--- config.mk ---
export PLATFORM = sky130hd
export DESIGN_NAME = fetch_sequencer
export DESIGN_NICKNAME = d
export VERILOG_FILES = /design/src/rtl/core_pkg.sv /design/src/rtl/sat_counter.sv /design/src/rtl/fetch_sequencer.sv
export SDC_FILE = /design/constraint.sdc
export NUM_CORES = 1
export LEC_CHECK = 0
export BUFFER_PORTS_ARGS = -buffer_cell sky130_fd_sc_hd__buf_2
export CORE_MARGIN = 2
export CORE_UTILIZATION = 30
export DETAILED_ROUTE_END_ITERATION = 10
export PLACE_DENSITY = 0.6
export SETUP_SLACK_MARGIN = 0.2
export SYNTH_ARGS = -nofsm -noshare
export SYNTH_HDL_FRONTEND = slang
export SYNTH_SLANG_ARGS = --single-unit
--- constraint.sdc ---
create_clock -name clk -period 2.3 [get_ports clk]
set_input_delay 0.23 -clock clk [delete_from_list [all_inputs] [get_ports clk]]
set_output_delay 0.23 -clock clk [all_outputs]
set_load 0.02 [all_outputs]
--- src/rtl/core_pkg.sv ---
// rtl/core_pkg.sv - shared types and constants for the fetch sequencer
package core_pkg;

    // Fetch sequencer states
    typedef enum logic [1:0] {
        IDLE   = 2'd0,
        RUN    = 2'd1,
        HALTED = 2'd2
    } fetch_state_t;

    localparam int INSTR_W    = 32;
    localparam int WORD_BYTES = 4;

endpackage

--- src/rtl/sat_counter.sv ---
// rtl/sat_counter.sv - saturating up-counter with synchronous clear
module sat_counter #(
    parameter int WIDTH = 16
) (
    input  logic             clk_i,
    input  logic             rst_i,
    input  logic             clr_i,
    input  logic             inc_i,
    output logic [WIDTH-1:0] count_o
);

    logic [WIDTH-1:0] count_q;

    // Clear wins over increment; the count sticks at all-ones instead of wrapping
    always_ff @(posedge clk_i or posedge rst_i) begin
        if (rst_i) begin
            count_q <= '0;
        end else if (clr_i) begin
            count_q <= '0;
        end else if (inc_i && (count_q != '1)) begin
            count_q <= count_q + 1'b1;
        end
    end

    assign count_o = count_q;

endmodule

--- src/rtl/fetch_sequencer.sv ---
// rtl/fetch_sequencer.sv - program counter owner and instruction fetch sequencer
module fetch_sequencer
    import core_pkg::*;
#(
    parameter int ADDR_W   = 6,
    parameter int CNT_W    = 16,
    parameter int RESET_PC = 0
) (
    input  logic               clk,
    input  logic               rst,
    input  logic               start,
    input  logic               stall,
    input  logic               jump,
    input  logic [ADDR_W-1:0]  jump_target,
    input  logic               branch_taken,
    input  logic [ADDR_W-1:0]  branch_target,
    input  logic [INSTR_W-1:0] imem_instr,
    input  logic               imem_halt,
    output logic [ADDR_W-1:0]  pc,
    output logic [INSTR_W-1:0] instr,
    output logic               instr_valid,
    output logic               halted,
    output logic               overrun,
    output logic               misaligned,
    output logic [CNT_W-1:0]   cycle_count,
    output logic [CNT_W-1:0]   retired_count
);

    localparam logic [ADDR_W-1:0] RESET_PC_A = ADDR_W'(RESET_PC);
    // Byte address of the last word in memory (2**ADDR_W - 4)
    localparam logic [ADDR_W-1:0] LAST_PC    = ~ADDR_W'(WORD_BYTES - 1);

    fetch_state_t      state_q;
    logic [ADDR_W-1:0] pc_q;
    logic              overrun_q;
    logic              misaligned_q;

    logic              in_run;
    logic              advance;
    logic              redirect;
    logic [ADDR_W-1:0] redirect_raw;
    logic [ADDR_W-1:0] redirect_pc;
    logic              at_last_word;
    logic              restart;

    // Redirect selection and advance qualification; jump beats branch
    always_comb begin
        in_run       = (state_q == RUN);
        advance      = in_run && !imem_halt && !stall;
        redirect     = jump || branch_taken;
        redirect_raw = jump ? jump_target : branch_target;
        redirect_pc  = {redirect_raw[ADDR_W-1:2], 2'b00};
        at_last_word = (pc_q == LAST_PC);
        restart      = (state_q == HALTED) && start;
    end

    // Sequencer FSM: halt > stall > jump > branch > sequential, with overrun detect
    always_ff @(posedge clk or posedge rst) begin
        if (rst) begin
            state_q      <= IDLE;
            pc_q         <= RESET_PC_A;
            overrun_q    <= 1'b0;
            misaligned_q <= 1'b0;
        end else begin
            case (state_q)
                IDLE: begin
                    if (start) begin
                        state_q <= RUN;
                    end
                end
                RUN: begin
                    if (imem_halt) begin
                        state_q <= HALTED;
                    end else if (!stall) begin
                        if (redirect) begin
                            pc_q <= redirect_pc;
                            if (redirect_raw[1:0] != 2'b00) begin
                                misaligned_q <= 1'b1;
                            end
                        end else if (at_last_word) begin
                            overrun_q <= 1'b1;
                            state_q   <= HALTED;
                        end else begin
                            pc_q <= pc_q + ADDR_W'(WORD_BYTES);
                        end
                    end
                end
                HALTED: begin
                    if (start) begin
                        pc_q         <= RESET_PC_A;
                        overrun_q    <= 1'b0;
                        misaligned_q <= 1'b0;
                        state_q      <= RUN;
                    end
                end
                default: begin
                    state_q <= IDLE;
                end
            endcase
        end
    end

    sat_counter #(.WIDTH(CNT_W)) u_cycle_cnt (
        .clk_i   (clk),
        .rst_i   (rst),
        .clr_i   (restart),
        .inc_i   (in_run),
        .count_o (cycle_count)
    );

    sat_counter #(.WIDTH(CNT_W)) u_retired_cnt (
        .clk_i   (clk),
        .rst_i   (rst),
        .clr_i   (restart),
        .inc_i   (advance),
        .count_o (retired_count)
    );

    assign pc          = pc_q;
    assign instr_valid = in_run && !imem_halt;
    assign instr       = instr_valid ? imem_instr : '0;
    assign halted      = (state_q == HALTED);
    assign overrun     = overrun_q;
    assign misaligned  = misaligned_q;

endmodule

==> run summary <==
Core ar. - 0.00868 mm²
TritonCTS clock tree - yes
Number of synthesized flops with an enable pin - 0
Die width - 98.3 µm
Mean Syn Cell Area - 8.70 µm²
Post-Route WL - 7.72 mm
Initial antenna violation count - 0
FILL cells - 913
Slew Viols, Final - 0
Placer Congestion - 0.820
DR vias/cell - 5.34
Vias in the first global route - 2648
Via count - 2888
Period Utilization, post-route - 0.876
PwrDens - 838 mW/mm²
Pin count of the biggest net entering global routing - 41
CTS Root Cell - clkbuf_8
Placed cell area - 0.00340 mm²
Final Setup Violations - 0
CTS clk-pin slew, worst paths - 80 ps
Bufs and invs on worst path - 0
Maximum root-to-sink buffer count - 2
Total GRT Usage - 0.149
Reg2reg start - u_retired_cnt.count_o[0]$_DFFE_PP0P_
Hold Buf Count CTS - 0
Critical path fanouts, max - 17
CP cell instances - ha_1, and4_1, and4bb_2, or4_1, a21oi_1
Largest area contributor in the netlist - dfrtp_1
Final hold viol count - 0
Critical path type - flop to flop
First-pass GRT wire length - 12.1 mm
Post-detailed-route count of antenna-violating nets - 0
CTS Buf Count - 5
Synth Instances - 307
Final setup TNS - 0 ps
Top post-synthesis cells by count - dfrtp_1, and2_1, a21oi_1
Synth top area share - 0.375
Post-Place Setup Slack - 157 ps
DRT iter0 DRCs - 73
Peak VDD IR - 317 µV
Slew @ Worst Pin - 605 ps
Max-cap viol count - 0
Setup WS post-layout - 285 ps
Outcome - completed
Layout net count - 491
Port Buf Inserts - 122
Startpoint types - flop
Synth cell types - 47
Synth Flop Type - dfrtp_1
Die height - 98.3 µm
Largest cells by area after synthesis - dfrtp_1, and2_1, a21oi_1
Average wire per standard cell - 14.3 µm
Syn. warnings - 0
Asr flop ratio synth - 1.00
Crit path DAT - 2240 ps
Skew-Pair Late Insertion Delay - 290 ps
Hold WC Path Type - primary input to asynchronous set/reset pin
R2R setup slack - 290 ps
WP data required - 2520 ps
DP HPWL - 5.72 mm
Sink Count - 40
Library cell with the highest instance count after synthesis - dfrtp_1
Worst setup EP type - flop
Fmax - 496 MHz
Crit path max-delay family - simple AND/OR/NAND/NOR gates
Starting Density - 0.308
Die area - 0.00967 mm²
Slew Limit Headroom - 0.595
DRT Pass-1 Iters - 4
Synth-to-Final Area Change - 33.4%
Global route overflow - 0
Design Area, Final - 0.00356 mm²
Static Leak - 0.00174 µW
Seq/Total Area, Yosys - 0.375
I/O Pins - 125
H-tree levels - 2
RSZ-0062 raised after global routing - true
Layout cell share with drive strength beyond 1 - 0.358
R2R Path End - u_retired_cnt.count_o[5]$_DFFE_PP0P_
Rows - 34
CP peak stage delay - 490 ps
Layout Skew - 9.04 ps
DRC errors left - 0
Cell Area, Synth - 0.00267 mm²
# diodes - 0
Worst r2r path cells - 5
Minimum clock period - 2010 ps
Slowest CP cell - or4_1
#FFs+latches synth - 40
kinds of logic (layout without fill, tap and decap cells):
kind of cell	after synthesis	in the layout	synth area share
simple gates	146	146	0.330
compound gates	82	82	0.195
flops	40	40	0.375
buf+inv	23	148	0.0365
fa+ha+maj	7	7	0.0328
mux	5	5	0.0187
xor+xnor	3	3	0.00984
other cells	1	2	0.00140
area by class of cell:
cell class	instances	area [µm²]	area share
Inverter	8	30.0	0.00843
Sequential cell	40	1000	0.281
Multi-Input combinational cell	245	1590	0.448
Clock inverter	1	5.00	0.00141
Tap cell	108	135	0.0379
Clock buffer	6	72.6	0.0204
Timing Repair Buffer	133	723	0.203
power by group:
| group | internal, µW | total [µW] | switching, µW |
|---|---|---|---|
| sequential | 854 | 1060 | 204 |
| clock | 207 | 451 | 244 |
| combinational | 606 | 1470 | 867 |
| total | 1670 | 2980 | 1320 |
worst reg2reg max path: stages (launching register included):
cell	delay (ps)
dfrtp_1	420
ha_1	240
and4_1	270
and4bb_2	360
or4_1	490
a21oi_1	160
layer usage:
| metal | vias up | part of all wire | global-route usage |
|---|---|---|---|
| met4 | 0 | 0.0052 | 0.0316 |
| met5 | - | 0 | 0 |
| met1 | 1371 | 0.42 | 0.189 |
| met3 | 4 | 0.066 | 0.0315 |
| met2 | 124 | 0.50 | 0.261 |
| li1 | 1389 | - | - |
state kept, by name (all words and copies together), names as in the netlist:
register	count
misaligned	1
overrun	1
pc	4
state_q	2
u_cycle_cnt.count_o	16
u_retired_cnt.count_o	16
worst max path at each step:
stage / from / endpoint / slack (ps) / cells after the start
finish: u_retired_cnt.count_o[0]$_DFFE_PP0P_ / u_retired_cnt.count_o[5]$_DFFE_PP0P_ / 290 / 5
global placement: state_q[1]$_DFFE_PP0P_ / u_cycle_cnt.count_o[15]$_DFFE_PP0P_ / 270 / 6
detailed placement: state_q[1]$_DFFE_PP0P_ / u_cycle_cnt.count_o[11]$_DFFE_PP0P_ / 160 / 6
floorplan: u_retired_cnt.count_o[0]$_DFFE_PP0P_ / u_retired_cnt.count_o[7]$_DFFE_PP0P_ / 390 / 6
global route: state_q[0]$_DFFE_PP0P_ / pc[2]$_DFFE_PP0P_ / 200 / 6
CTS: state_q[1]$_DFFE_PP0P_ / instr[3] / 230 / 7
stage by stage:
stage	std cells	hold WS (ps)	utilization	power [µW]
global placement	529	400	0.391	2410
detailed placement	529	409	0.391	2440
floorplan	308	407	-	1960
finish	541	62.7	0.410	2980
global route	541	108	0.410	3220
CTS	536	84.9	0.402	2920
layout by cell type (no fill, tap or decap), drive strengths merged, types with 3 or more instances in the layout:
cell type | synthesis | routed
inv | 8 | 8
buf | 7 | 132
nand4 | 13 | 13
or4 | 13 | 13
xor2 | 3 | 3
a21oi | 29 | 29
nand2 | 25 | 25
o41ai | 3 | 3
nor2 | 9 | 9
o31ai | 17 | 17
and3 | 3 | 3
o21ai | 21 | 21
o211ai | 3 | 3
or3 | 11 | 11
clkbuf | 8 | 7
nand3 | 11 | 11
dfrtp | 40 | 40
nor3 | 4 | 4
ha | 7 | 7
and2 | 37 | 37
mux2i | 5 | 5
nand2b | 3 | 3
and4 | 4 | 4
repair_timing:
item,4_1_cts,5_1_grt
cloned,0,1
setup endpoints to repair,36,42
buffers inserted,0,4
gates resized for setup,3,6
(Power assumes the default switching activity.)
